$ cat src/rtl/tick_sched_if.sv
// Configurator and requester signals of the tick scheduler.
// The master side offers ratios and requests; the slave side is the scheduler.
interface tick_sched_if #(
   parameter int NREQ = 4,
   parameter int DIVW = 8
);
   logic [DIVW-1:0] div_value;
   logic            div_load;
   logic            div_ready;
   logic [NREQ-1:0] req;
   logic            tick;
   logic [NREQ-1:0] grant;
   logic            idle;

   modport master (
      output div_value, div_load, req,
      input  div_ready, tick, grant, idle
   );

   modport slave (
      input  div_value, div_load, req,
      output div_ready, tick, grant, idle
   );
endinterface

$ cat src/rtl/tick_sched.sv
// Divided-tick scheduler: a phase counter produces one tick every div cycles,
// and each tick is handed round-robin to one of NREQ requesters. The ratio can
// be changed through a ready/valid handshake; a new ratio only takes effect at
// a period boundary so the period in progress is never cut or stretched.
module tick_sched #(
   parameter int NREQ        = 4,
   parameter int DIVW        = 8,
   parameter int DEFAULT_DIV = 3
) (
   input logic        clk,
   input logic        reset,
   tick_sched_if.slave bus
);
   localparam int PW = (NREQ > 1) ? $clog2(NREQ) : 1;

   logic [DIVW-1:0] cnt;
   logic [DIVW-1:0] div;
   logic [DIVW-1:0] pend;
   logic            rdy;
   logic [PW-1:0]   ptr;
   logic            tick_q;
   logic [NREQ-1:0] grant_q;
   logic            idle_q;

   logic            wrap;
   logic [NREQ-1:0] arb_gnt;
   logic [PW-1:0]   arb_idx;
   logic            arb_hit;
   logic [PW-1:0]   cand;

   // div is never zero (a zero load is stored as 1), so div-1 cannot underflow
   assign wrap = (cnt == div - DIVW'(1));

   // Round-robin pick: scan from ptr+1 upward (wrapping), first requester wins
   always_comb begin
      arb_gnt = '0;
      arb_idx = ptr;
      arb_hit = 1'b0;
      cand    = '0;
      for (int i = 1; i <= NREQ; i++) begin
         cand = PW'((int'(ptr) + i) % NREQ);
         if (!arb_hit && bus.req[cand]) begin
            arb_hit = 1'b1;
            arb_idx = cand;
         end
      end
      if (arb_hit) arb_gnt[arb_idx] = 1'b1;
   end

   // Phase counter, registered tick/grant/idle, and the pending-ratio handshake
   always_ff @(posedge clk) begin
      if (reset) begin
         cnt     <= '0;
         div     <= DIVW'(DEFAULT_DIV);
         pend    <= '0;
         rdy     <= 1'b1;
         ptr     <= PW'(NREQ - 1);
         tick_q  <= 1'b0;
         grant_q <= '0;
         idle_q  <= 1'b0;
      end else begin
         if (wrap) begin
            cnt     <= '0;
            tick_q  <= 1'b1;
            grant_q <= arb_gnt;
            idle_q  <= !arb_hit;
            if (arb_hit) ptr <= arb_idx;
            // a ratio accepted on an earlier edge becomes active for the next period
            if (!rdy) begin
               div <= pend;
               rdy <= 1'b1;
            end
         end else begin
            cnt     <= cnt + DIVW'(1);
            tick_q  <= 1'b0;
            grant_q <= '0;
            idle_q  <= 1'b0;
         end
         // accept only when nothing is pending; apply and accept are exclusive on rdy
         if (bus.div_load && rdy) begin
            pend <= (bus.div_value == '0) ? DIVW'(1) : bus.div_value;
            rdy  <= 1'b0;
         end
      end
   end

   assign bus.div_ready = rdy;
   assign bus.tick      = tick_q;
   assign bus.grant     = grant_q;
   assign bus.idle      = idle_q;
endmodule

$ cat src/flat_wrapper.sv
// flat-port wrapper written by rule: the top's interface ports become plain ports
module tick_sched_flat 
#(
   parameter int NREQ        = 4,
   parameter int DIVW        = 8,
   parameter int DEFAULT_DIV = 3
)
  (clk, reset, bus_div_value, bus_div_load, bus_req, bus_div_ready, bus_tick, bus_grant, bus_idle);
  tick_sched_if #(.NREQ(NREQ), .DIVW(DIVW)) bus_i ();
  input logic clk;
  input logic reset;
  input wire logic [$bits(bus_i.div_value)-1:0] bus_div_value;
  input wire logic [$bits(bus_i.div_load)-1:0] bus_div_load;
  input wire logic [$bits(bus_i.req)-1:0] bus_req;
  output wire logic [$bits(bus_i.div_ready)-1:0] bus_div_ready;
  output wire logic [$bits(bus_i.tick)-1:0] bus_tick;
  output wire logic [$bits(bus_i.grant)-1:0] bus_grant;
  output wire logic [$bits(bus_i.idle)-1:0] bus_idle;
  assign bus_i.div_value = bus_div_value;
  assign bus_i.div_load = bus_div_load;
  assign bus_i.req = bus_req;
  assign bus_div_ready = bus_i.div_ready;
  assign bus_tick = bus_i.tick;
  assign bus_grant = bus_i.grant;
  assign bus_idle = bus_i.idle;
  tick_sched #(.NREQ(NREQ), .DIVW(DIVW), .DEFAULT_DIV(DEFAULT_DIV)) u_core (.clk(clk), .reset(reset), .bus(bus_i));
endmodule
$ cat config.mk
export PLATFORM = sky130hd
export DESIGN_NAME = tick_sched_flat
export DESIGN_NICKNAME = d
export VERILOG_FILES = /design/src/rtl/tick_sched_if.sv /design/src/rtl/tick_sched.sv /design/src/flat_wrapper.sv
export SDC_FILE = /design/constraint.sdc
export NUM_CORES = 1
export LEC_CHECK = 0
export ABC_CLOCK_PERIOD_IN_PS = 2000
export BUFFER_PORTS_ARGS = -buffer_cell sky130_fd_sc_hd__buf_2
export CORE_AREA = 3 3 68 70
export CTS_BUF_LIST = sky130_fd_sc_hd__clkbuf_16
export DETAILED_ROUTE_END_ITERATION = 10
export DIE_AREA = 0 0 71 73
export GPL_ROUTABILITY_DRIVEN = 0
export SYNTH_ARGS = -nofsm -noshare
export SYNTH_HDL_FRONTEND = slang
export SYNTH_SLANG_ARGS = --single-unit
$ cat constraint.sdc
create_clock -name clk -period 2 [get_ports clk]
set_input_delay 0.1 -clock clk [delete_from_list [all_inputs] [get_ports clk]]
set_output_delay 0.1 -clock clk [all_outputs]
set_load 0.005 [all_outputs]
==> Flow_metrics.wiki, run 1 <==
{| class="wikitable"
! Metric !! Value
|-
| Status || finished with violations
|-
| Failing checks || negative setup slack
|-
| Initial antenna violation count || 0
|-
| Count of placed standard cells including taps || between 200 and 300
|-
| Area fraction of the dominant cell type after synthesis || about two fifths
|-
| Detailed-routing iteration count for the pre-antenna-repair pass || 4
|-
| Number of nets in the synthesized netlist || roughly 200
|-
| Fraction of final layout cells sized beyond drive strength 1 || approximately 28%
|-
| Top cells by instance count after synthesis || 33 x dfxtp_1, 18 x nand2_1, 16 x nor2_1
|-
| CTS tree || done
|-
| Post-DP HPWL || about 2200 um
|-
| Number of instances in the synthesized netlist || between 150 and 200
|-
| Setup Crit Path Kind || reg2reg
|-
| Total design power || between 2 and 2.5 mW
|-
| Effective utilization at floorplan || 40.2%
|-
| Worst r2r src || u_core.div[2]$_SDFFE_PP0P_
|-
| Post-Route Utilization || roughly 53%
|-
| Count of pins on the block boundary || 22
|-
| Max stage delay on crit path || 0.39 ns
|-
| Root buffer cell || clkbuf_16
|-
| Fin. Hold Viols || 0
|-
| Clock latency on the worst-skew pair || between 0.2 and 0.3 ns
|-
| Slowest cell on the critical path || or3_4
|-
| Largest delay contributor family on the critical path || simple AND/OR/NAND/NOR gates
|-
| Endpoint of the worst hold path || u_core.pend[6]$_SDFFE_PP0P_
|-
| Kind of start point of the critical path || flop
|-
| Cell-by-cell listing of the critical path || or3_4, buf_6, nor3_2, nand2_1, a32oi_2, nor4b_4, buf_4, clkbuf_16, mux2i_1
|-
| Class of the tightest hold or removal check || in2reg
|-
| Total of flip-flops plus latches after synthesis || 33
|-
| Main flop type after synthesis || dfxtp_1
|-
| Number of pins with negative max-slew slack in the final report || 0
|-
| Met2 track utilization from global routing || 21.2%
|-
| Critical Path RT || 2.20 ns
|-
| Non-filler instance count after layout || about 270
|-
| Via Count || 1329
|-
| Detailed Route Iter0 Violations || 37
|-
| Worst voltage drop across the vdd grid || 0.468 mV
|-
| Total wire length || 3220 um
|-
| Final setup violation count || 3
|-
| Horizontal extent of the die || a little over 70 um
|-
| Global routing met3 resource utilization || ~3.7%
|-
| Slew Limit Headroom || 46.6%
|-
| Cell accounting for the most synthesized area || dfxtp_1
|-
| Die footprint || 0.00518 sq mm
|-
| Number of buffer and inverter instances along the worst setup path || 3
|-
| Sequential-to-total area share from yosys stat || between 40% and 50%
|-
| Worst EP arrival || 2.21 ns
|-
| M1 GR Usage || approximately 17%
|-
| Flop-to-flop setup slack || -0.01 ns
|-
| Synth async-reset ratio || 0%
|-
| Floorplan Core Area || 0.00403 sq mm
|-
| Detailed-route DRC error count || 0
|-
| Most Used Layer, Global Route || met2
|-
| Period minus WS final || between 2 and 2.5 ns
|-
| Synth warnings || 0
|-
| Pre-CTS worst setup slack || -0.0499 ns
|-
| FP Rows || 23
|-
| Hold Buf Count CTS || 0
|-
| PnR worst setup slack || -0.0112 ns
|-
| Detailed-route vias per instance || 4.85
|-
| Netlist area before placement || approximately 0.0016 sq mm
|-
| Synthesized area per cell || between 8 and 9 sq um
|-
| Synth area leaders || dfxtp_1 41%, mux2i_1 6.2%, nand2b_1 5.4%
|-
| Areal power density over the cells || about 1100 mW/mm^2
|-
| Clock tree sinks || 33
|-
| Number of cells traversed by the worst hold path || 3
|-
| Largest net degree at the start of global routing || between 40 and 50
|-
| Ant diodes || 0
|-
| Area Growth Syn to Fin || 31.4%
|-
| Post-detailed-route wirelength per cell || 11.8 um
|-
| Port Buffer Count || 21
|-
| Largest fanout of any net on the critical path || 4
|-
| H-tree levels || 2
|-
| Global-route wire length before repair || between 5000 and 6000 um
|-
| Start point of the worst min-delay path || bus_div_value[6]
|-
| Post-Route Setup TNS || -0.0285 ns
|-
| Post-route clock skew || between 0.004 and 0.005 ns
|-
| Final period utilization || 101%
|-
| Post-synth EDFFs || 0
|-
| GRT Resource Usage Total || 13.2%
|-
| Max Fclk || 497 MHz
|-
| Vias in the first global route || between 1000 and 1500
|-
| Clock input transition at the sequential cells of the worst setup and hold paths || 0.05 ns
|-
| Total of max-cap violations || 0
|-
| Vertical die dimension || between 70 and 80 um
|-
| Leak pwr || between 0.8 and 0.9 nW
|-
| Total CTS buffers || 5
|-
| Most frequent cell after synthesis || dfxtp_1
|-
| Yosys cell types || 39
|-
| Remaining Overflow, GRT || 0
|-
| Setup repair after global routing missed its margin || yes
|-
| Tightest Pin Transition || 0.794 ns
|-
| Worst r2r path cells || 9
|-
| Capture instance of the worst register-to-register path || u_core.div[7]$_SDFFE_PP0P_
|-
| Number of nets in the layout || 240
|-
| Number of nets with antenna violations after routing || 0
|-
| Max clock buf depth || 2
|-
| Category of the worst setup path capture point || flop
|}
==> cell type report <==
class                   count  area, sq um
fillers                   377         1900
multi-input cells         138          947
repair buffers             40          273
flip-flops and latches     33          663
clock inverters             3         37.5
well taps                  50         62.6
clock buffers               5          125
inverters                   5         18.8
==> worst max path at each step <==
stage | slack (ns) | to | startpoint | cells after the start
2_1_floorplan | 0.01 | u_core.div[0]$_SDFFE_PP1P_ | u_core.div[0]$_SDFFE_PP1P_ | 7
3_3_place_gp | -0.01 | u_core.div[5]$_SDFFE_PP0P_ | u_core.div[0]$_SDFFE_PP1P_ | 7
4_1_cts | -0.04 | u_core.div[6]$_SDFFE_PP0P_ | u_core.div[2]$_SDFFE_PP0P_ | 8
5_1_grt | -0.12 | u_core.div[6]$_SDFFE_PP0P_ | u_core.div[0]$_SDFFE_PP1P_ | 11
3_5_place_dp | -0.05 | u_core.div[5]$_SDFFE_PP0P_ | u_core.div[0]$_SDFFE_PP1P_ | 7
6_report | -0.01 | u_core.div[7]$_SDFFE_PP0P_ | u_core.div[2]$_SDFFE_PP0P_ | 9
==> routing by layer <==
layer	vias to the layer above	routed length (um)
met4	0	10
li1	709	-
met5	-	0
met1	592	1630
met2	26	1440
met3	2	145
==> flip-flops by register name (all words and copies together) (netlist names) <==
signal / count
u_core.ptr: 2
u_core.bus.div_ready: 1
u_core.pend: 8
u_core.bus.tick: 1
u_core.cnt: 8
u_core.bus.idle: 1
u_core.bus.grant: 4
u_core.div: 8
==> through the flow <==
stage,instance area [sq um],hold slack (ns)
final,2130,0.0759
after global routing,2130,0.0890
after CTS,2100,0.0680
after detailed placement,1860,0.357
after global placement,1860,0.358
after floorplan,1620,0.236
==> report_power, final <==
part	leakage (nW)	internal, mW	switching, mW
clock network	0.0826	0.577	0.250
registers	0.268	0.750	0.0739
logic	0.538	0.374	0.315
==> kinds of logic (layout without fill, tap and decap cells) <==
group                    count (synthesis)  count (layout)  synth area share [%]
AND/OR/NAND/NOR                         88              88                  30.9
adder cells (fa/ha/maj)                  3               3                  2.16
buffers and inverters                   13              53                  3.48
flip-flops                              33              33                  40.8
multiplexers                            10              10                  6.18
XOR/XNOR                                13              13                  7.03
AO/OA/AOI/OAI                           24              24                  9.43
==> cell usage in the layout, fill, tap and decap left out, types with 2 or more instances in the layout <==
master,Yosys,layout
buf_4,0,16
nand3_1,8,8
buf_6,1,2
xor2_1,8,7
nor3_1,11,10
a21oi_1,11,10
xnor2_1,5,5
buf_2,0,21
nand2b_1,14,14
nand2_1,18,18
dfxtp_2,0,2
clkbuf_16,0,6
mux2i_1,10,10
nor4_1,2,2
and3_1,2,2
nor2_1,16,15
o21ai_0,6,5
nor3b_4,1,2
a21o_1,2,2
inv_1,5,6
dfxtp_1,33,31
nor2b_1,3,3
==> worst register-to-register path, stage by stage, from the launching register on <==
cell,delay (ns)
dfxtp_1,0.30
or3_4,0.39
buf_6,0.13
nor3_2,0.14
nand2_1,0.08
a32oi_2,0.19
nor4b_4,0.25
buf_4,0.16
clkbuf_16,0.13
mux2i_1,0.16
==> timing repair <==
item	CTS	global route
resized for setup	7	9
setup endpoints to repair	19	24
gates cloned	1	1
pin swaps	6	7
setup buffers	3	2
(Power assumes the default switching activity.)
==> run 2, diff against run 1 <==
--- a/config.mk
+++ b/config.mk
@@ -12,6 +12,7 @@
 export DETAILED_ROUTE_END_ITERATION = 10
 export DIE_AREA = 0 0 71 73
 export GPL_ROUTABILITY_DRIVEN = 0
+export RECOVER_POWER = 100
 export SYNTH_ARGS = -nofsm -noshare
 export SYNTH_HDL_FRONTEND = slang
 export SYNTH_SLANG_ARGS = --single-unit
==> run 2 against run 1 <==
The flow still finishes with violations (negative setup slack); wire length grew 0.25%; final cell count is the same; fmax is essentially flat; critical endpoint unchanged; highest routed layer unchanged.
==> Flow_metrics.wiki, run 2 (same netlist as run 1, synthesis figures left out) <==
{| class="wikitable"
! Metric !! Value
|-
| Status || finished with violations
|-
| Failing checks || negative setup slack
|-
| Fin. Hold Viols || 0 (unchanged)
|-
| Number of nets in the layout || 240 (unchanged)
|-
| Vertical die dimension || 73 um (unchanged)
|-
| Clock input transition at the sequential cells of the worst setup and hold paths || 0.05 ns (about the same)
|-
| Remaining Overflow, GRT || 0 (unchanged)
|-
| Effective utilization at floorplan || 40.2% (unchanged)
|-
| Final setup violation count || 3 (unchanged)
|-
| Share of total power consumed by net switching || 27.3% (about the same)
|-
| Detailed-routing iteration count for the pre-antenna-repair pass || 4 (unchanged)
|-
| Fraction of final layout cells sized beyond drive strength 1 || 27.2% (-0.89 points)
|-
| Number of nets with antenna violations after routing || 0 (unchanged)
|-
| PnR worst setup slack || -0.0120 ns (-0.000783 ns)
|-
| Total design power || 2.34 mW (about the same)
|-
| Post-Route Utilization || 52.7% (-0.062 points)
|-
| Internal portion of total power || 1.70 mW (about the same)
|-
| Period minus WS final || 2.01 ns (+0.000783 ns)
|-
| Horizontal extent of the die || 71 um (unchanged)
|-
| Final period utilization || 101% (about the same)
|-
| Die footprint || 0.00518 sq mm (unchanged)
|-
| FP Rows || 23 (unchanged)
|-
| Post-detailed-route wirelength per cell || 11.8 um (+0.25%)
|-
| Flop-to-flop setup slack || -0.01 ns (about the same)
|-
| Port Buffer Count || 21 (unchanged)
|-
| Post-DP HPWL || 2230 um (unchanged)
|-
| Clock tree sinks || 33 (unchanged)
|-
| Portion of total power attributed to combinational logic || 29.4% (about the same)
|-
| Setup repair after global routing missed its margin || yes
|-
| Max clock buf depth || 2 (unchanged)
|-
| Worst voltage drop across the vdd grid || 0.468 mV (about the same)
|-
| Detailed-route DRC error count || 0 (unchanged)
|-
| Post-Route Setup TNS || -0.0308 ns (-0.00234 ns)
|-
| Count of pins on the block boundary || 22 (unchanged)
|-
| Ant diodes || 0 (unchanged)
|-
| Cell Area, Placed || 0.00186 sq mm (unchanged)
|-
| Most used cells in the layout excluding fill and tap cells || 31 x dfxtp_1, 19 x buf_2, 18 x nand2_1, 16 x buf_4, 15 x nor2_1
|-
| Max Fclk || 497 MHz (about the same)
|-
| Post-route design area || 0.00212 sq mm (-0.12%)
|-
| Clock network power share || 35.4% (about the same)
|-
| Kind of start point of the critical path || flop
|-
| Area Growth Syn to Fin || 31.2%
|-
| Global-route wire length before repair || 5370 um (unchanged)
|-
| Via Count || 1323 (-0.45%)
|-
| Total wire length || 3230 um (+0.25%)
|-
| Floorplan Core Area || 0.00403 sq mm (unchanged)
|-
| Detailed Route Iter0 Violations || 36 (-2.7%)
|-
| Class of the tightest hold or removal check || in2reg
|-
| Tightest Pin Transition || 0.794 ns (+0.0000110 ns)
|-
| Category of the worst setup path capture point || flop
|-
| Largest fanout of any net on the critical path || 4 (unchanged)
|-
| Most common cell after layout, fill and taps aside || dfxtp_1
|-
| Setup Crit Path Kind || reg2reg
|-
| Total CTS buffers || 5 (unchanged)
|-
| GRT Resource Usage Total || 13.2% (unchanged)
|-
| Leak pwr || 0.879 nW (-1.1%)
|-
| Vias in the first global route || 1225 (unchanged)
|-
| Number of pins with negative max-slew slack in the final report || 0 (unchanged)
|-
| Largest net degree at the start of global routing || 41 (unchanged)
|-
| Post-route clock skew || 0.00440 ns (-0.00000639 ns)
|-
| Clock latency on the worst-skew pair || 0.27 ns (about the same)
|-
| Root buffer cell || clkbuf_16
|-
| Detailed-route vias per instance || 4.83 (-0.45%)
|-
| Worst EP arrival || 2.22 ns (about the same)
|-
| Slew Limit Headroom || 46.6% (about the same)
|-
| Total of max-cap violations || 0 (unchanged)
|-
| Areal power density over the cells || 1100 mW/mm^2 (about the same)
|-
| Initial antenna violation count || 0 (unchanged)
|-
| Power share of the sequential group || 35.2% (about the same)
|-
| Critical Path RT || 2.20 ns (about the same)
|-
| CTS tree || done
|-
| Worst slack on hold paths || 0.0758 ns (-0.000103 ns)
|-
| Switching power of the nets || 639 uW (about the same)
|-
| Largest regs || u_core.cnt (8), u_core.div (8), u_core.pend (8)
|-
| H-tree levels || 2 (unchanged)
|-
| Hold Buf Count CTS || 0 (unchanged)
|}
==> run 2: changes by cell type in the layout (fill, tap and decap cells not counted) <==
cell,previous run,this run
buf_2,21,19
clkbuf_1,0,2
and2_0,0,1
and2_1,1,0
==> run 2: routing by layer <==
layer	global-route usage [%]	vias up	part of all wire, %	wire length [um]
li1	-	710	-	-
met1	16.9	589	51	1630
met2	21.2	22	45	1450
met3	3.72	2	4.4	141
met4	5.01	0	0.31	10
met5	0	-	0	0
==> run 2: per-stage QoR <==
step / std cells / setup WS, ns
2_1_floorplan: 184 / 0.0134
3_3_place_gp: 260 / -0.0142
3_5_place_dp: 260 / -0.0499
4_1_cts: 272 / -0.0379
5_1_grt: 274 / -0.118
6_report: 274 / -0.0120
==> run 2: critical path: stages (launching register included) <==
cell,delay [ns]
dfxtp_1,0.30
or3_4,0.39
buf_6,0.13
nor3_2,0.14
nand2_1,0.08
a32oi_2,0.19
nor4b_4,0.25
buf_4,0.16
clkbuf_16,0.13
mux2i_1,0.16
==> run 2: final cells by class <==
type	instances	area, sq um
tap	50	62.6
fill	379	1900
clock inverter	3	37.5
timing repair buffer	40	270
inverter	5	18.8
sequential	33	663
clock buffer	5	125
multi-input combinational	138	947
==> run 2: path summary, 6_finish.rpt <==
| path | startpoint | to | cells past startpoint |
|---|---|---|---|
| setup / recovery | u_core.div[2]$_SDFFE_PP0P_ | u_core.div[7]$_SDFFE_PP0P_ | 9 |
| hold reg to reg | u_core.pend[1]$_SDFFE_PP0P_ | u_core.pend[1]$_SDFFE_PP0P_ | 2 |
| setup reg to reg | u_core.div[2]$_SDFFE_PP0P_ | u_core.div[7]$_SDFFE_PP0P_ | 9 |
| hold / removal | bus_div_value[6] | u_core.pend[6]$_SDFFE_PP0P_ | 3 |
==> run 2: repair_timing <==
action                                  in CTS  in global routing
endpoints found under the setup margin      19                 24
hold endpoints to repair                     0                  0
gates resized for setup                      7                  9
setup buffers                                3                  2
pin swaps                                    6                  7
gates cloned                                 1                  1
==> run 2: power by group through the flow <==
stage	clock network, mW	logic (mW)	registers, mW
global route	0.872	0.764	0.834
CTS	0.851	0.660	0.824
detailed placement	0	0.593	0.835
finish	0.827	0.688	0.824
floorplan	0	0.414	0.817
global placement	0	0.591	0.835
==> run 3, diff against run 2 <==
--- a/config.mk
+++ b/config.mk
@@ -8,7 +8,7 @@
 export ABC_CLOCK_PERIOD_IN_PS = 2000
 export BUFFER_PORTS_ARGS = -buffer_cell sky130_fd_sc_hd__buf_2
 export CORE_AREA = 3 3 68 70
-export CTS_BUF_LIST = sky130_fd_sc_hd__clkbuf_16
+export CTS_BUF_LIST = sky130_fd_sc_hd__clkbuf_8
 export DETAILED_ROUTE_END_ITERATION = 10
 export DIE_AREA = 0 0 71 73
 export GPL_ROUTABILITY_DRIVEN = 0
==> run 3 against run 2 <==
The flow still finishes with violations (negative setup slack); hold slack worse by 0.010 ns; combinational power up 3.6%; wire length down 0.31%; cell area down 1.4%; first-iteration DRC count up 14%; count of clock-buffer cells in the layout up 1; worst setup slack worse by 0.0064 ns; critical path depth down 1; final cell count up 0.36%; total power down 7.4%; largest cell class unchanged; largest power group is now sequential cells.
==> Flow_metrics.wiki, run 3 (same netlist as run 1, synthesis figures left out) <==
{| class="wikitable"
! Metric !! Value
|-
| Area Growth Syn to Fin || 29.4%
|-
| Final setup violation count || 5 (+2)
|-
| Number of nets with antenna violations after routing || 0 (unchanged)
|-
| Status || finished with violations
|-
| Post-Route Setup TNS || -0.0444 ns (-0.0136 ns)
|-
| Clock tree sinks || 33 (unchanged)
|-
| Global-route wire length before repair || 5260 um (-1.9%)
|-
| Clock latency on the worst-skew pair || 0.28 ns (about the same)
|-
| Total design power || 2.17 mW (-7.4%)
|-
| Most used cells in the layout excluding fill and tap cells || 31 x dfxtp_1, 19 x buf_2, 18 x nand2_1, 15 x nor2_1, 15 x buf_4
|-
| Largest fanout of any net on the critical path || 5 (+1)
|-
| Number of cells traversed by the worst hold path || 3 (unchanged)
|-
| Worst r2r path cells || 8 (-1)
|-
| Power share of the sequential group || 37.9% (+2.7 points)
|-
| Clock input transition at the sequential cells of the worst setup and hold paths || 0.06 ns (about the same)
|-
| Setup Crit Path Kind || reg2reg
|-
| Detailed Route Iter0 Violations || 41 (+14%)
|-
| Slew Limit Headroom || 55.8% (+9.2 points)
|-
| Setup repair after global routing missed its margin || yes
|-
| Total of max-cap violations || 0 (unchanged)
|-
| Largest regs || u_core.cnt (8), u_core.div (8), u_core.pend (8)
|-
| Total wire length || 3220 um (-0.31%)
|-
| Port Buffer Count || 21 (unchanged)
|-
| Fin. Hold Viols || 0 (unchanged)
|-
| Remaining Overflow, GRT || 0 (unchanged)
|-
| PnR worst setup slack || -0.0184 ns (-0.00637 ns)
|-
| Areal power density over the cells || 1030 mW/mm^2 (-6.1%)
|-
| Vertical die dimension || 73 um (unchanged)
|-
| Max Fclk || 495 MHz (-0.32%)
|-
| Die footprint || 0.00518 sq mm (unchanged)
|-
| Post-route design area || 0.00210 sq mm (-1.4%)
|-
| Post-route clock skew || 0.00232 ns (-0.00208 ns)
|-
| Portion of total power attributed to combinational logic || 32.9% (+3.5 points)
|-
| Floorplan Core Area || 0.00403 sq mm (unchanged)
|-
| Count of placed standard cells including taps || 260 (unchanged)
|-
| Ant diodes || 0 (unchanged)
|-
| Class of the tightest hold or removal check || in2reg
|-
| Clock network power share || 29.1% (-6.3 points)
|-
| Horizontal extent of the die || 71 um (unchanged)
|-
| Pre-CTS worst setup slack || -0.0499 ns (unchanged)
|-
| Internal portion of total power || 1.55 mW (-9.1%)
|-
| Final period utilization || 101% (+0.32 points)
|-
| Initial antenna violation count || 0 (unchanged)
|-
| Detailed-route DRC error count || 0 (unchanged)
|-
| Most common cell after layout, fill and taps aside || dfxtp_1
|-
| Via Count || 1319 (-0.30%)
|-
| Max clock buf depth || 2 (unchanged)
|-
| GRT Resource Usage Total || 12.9% (-0.29 points)
|-
| Largest net degree at the start of global routing || 41 (unchanged)
|-
| Fillers || 388 (+2.4%)
|-
| Worst EP arrival || 2.22 ns (about the same)
|-
| Total CTS buffers || 5 (unchanged)
|-
| Detailed-routing iteration count for the pre-antenna-repair pass || 4 (unchanged)
|-
| Non-filler instance count after layout || 275 (+0.36%)
|-
| Post-detailed-route wirelength per cell || 11.7 um (-0.67%)
|-
| Failing checks || negative setup slack
|-
| Post-Route Utilization || 52.0% (-0.71 points)
|-
| Period minus WS final || 2.02 ns (+0.00637 ns)
|-
| Cell Area, Placed || 0.00186 sq mm (unchanged)
|-
| Count of pins on the block boundary || 22 (unchanged)
|-
| Vias in the first global route || 1222 (-0.24%)
|-
| Tightest Pin Transition || 0.657 ns (-0.137 ns)
|-
| Fraction of final layout cells sized beyond drive strength 1 || 28.0% (+0.77 points)
|-
| Switching power of the nets || 621 uW (-2.9%)
|-
| Share of total power consumed by net switching || 28.6% (+1.3 points)
|-
| Worst slack on hold paths || 0.0658 ns (-0.00998 ns)
|-
| Number of nets in the layout || 241 (+0.42%)
|-
| Leak pwr || 0.866 nW (-1.5%)
|-
| Number of pins with negative max-slew slack in the final report || 0 (unchanged)
|-
| Critical Path RT || 2.20 ns (about the same)
|-
| Category of the worst setup path capture point || flop
|-
| Hold Buf Count CTS || 0 (unchanged)
|-
| Root buffer cell || clkbuf_8
|-
| Kind of start point of the critical path || flop
|-
| Post-DP HPWL || 2230 um (unchanged)
|-
| H-tree levels || 2 (unchanged)
|-
| Detailed-route vias per instance || 4.80 (-0.66%)
|-
| Worst voltage drop across the vdd grid || 0.497 mV (+6.2%)
|-
| CTS tree || done
|-
| FP Rows || 23 (unchanged)
|-
| Effective utilization at floorplan || 40.2% (unchanged)
|}
==> run 3: path summary, 6_finish.rpt <==
path	from	to	slack, ns
hold reg to reg	u_core.pend[1]$_SDFFE_PP0P_	u_core.pend[1]$_SDFFE_PP0P_	0.46
hold / removal	bus_div_value[6]	u_core.pend[6]$_SDFFE_PP0P_	0.07
setup reg to reg	u_core.div[3]$_SDFFE_PP0P_	u_core.div[0]$_SDFFE_PP1P_	-0.02
setup / recovery	u_core.div[3]$_SDFFE_PP0P_	u_core.div[0]$_SDFFE_PP1P_	-0.02
==> run 3: metal layers <==
metal	GRT usage [%]	wire [um]	up-vias
met5	0	0	-
met4	5.01	37	0
met3	3.72	163	6
met2	20.2	1410	26
met1	16.9	1620	577
li1	-	-	710
==> run 3: layout make-up <==
| class | count | area (sq um) | share of cell area, % |
|---|---|---|---|
| inverter | 5 | 18.8 | 0.896 |
| tap | 50 | 62.6 | 2.99 |
| sequential | 33 | 663 | 31.6 |
| clock inverter | 2 | 33.8 | 1.61 |
| timing repair buffer | 41 | 294 | 14.0 |
| multi-input combinational | 138 | 941 | 44.9 |
| clock buffer | 6 | 82.6 | 3.94 |
==> run 3: power groups by stage <==
stage | Sequential, mW | Combinational, mW | Clock (mW)
3_5_place_dp | 0.835 | 0.593 | 0
4_1_cts | 0.822 | 0.660 | 0.648
3_3_place_gp | 0.835 | 0.591 | 0
2_1_floorplan | 0.817 | 0.414 | 0
5_1_grt | 0.833 | 0.787 | 0.670
6_report | 0.822 | 0.713 | 0.631
==> run 3: critical path, stage by stage (launching register included) <==
cell and delay, ns:
dfxtp_1 0.32, or4_4 0.55, nor3_2 0.12, nand2_1 0.08
a32oi_2 0.19, nor4b_4 0.24, buf_4 0.16, buf_12 0.11
mux2i_1 0.18
==> run 3: repair_timing <==
action / in CTS / in global routing
buffers inserted: 3 / 2
pin swaps: 6 / 4
gates cloned: 1 / 1
resized for setup: 7 / 10
setup endpoints to repair: 19 / 24
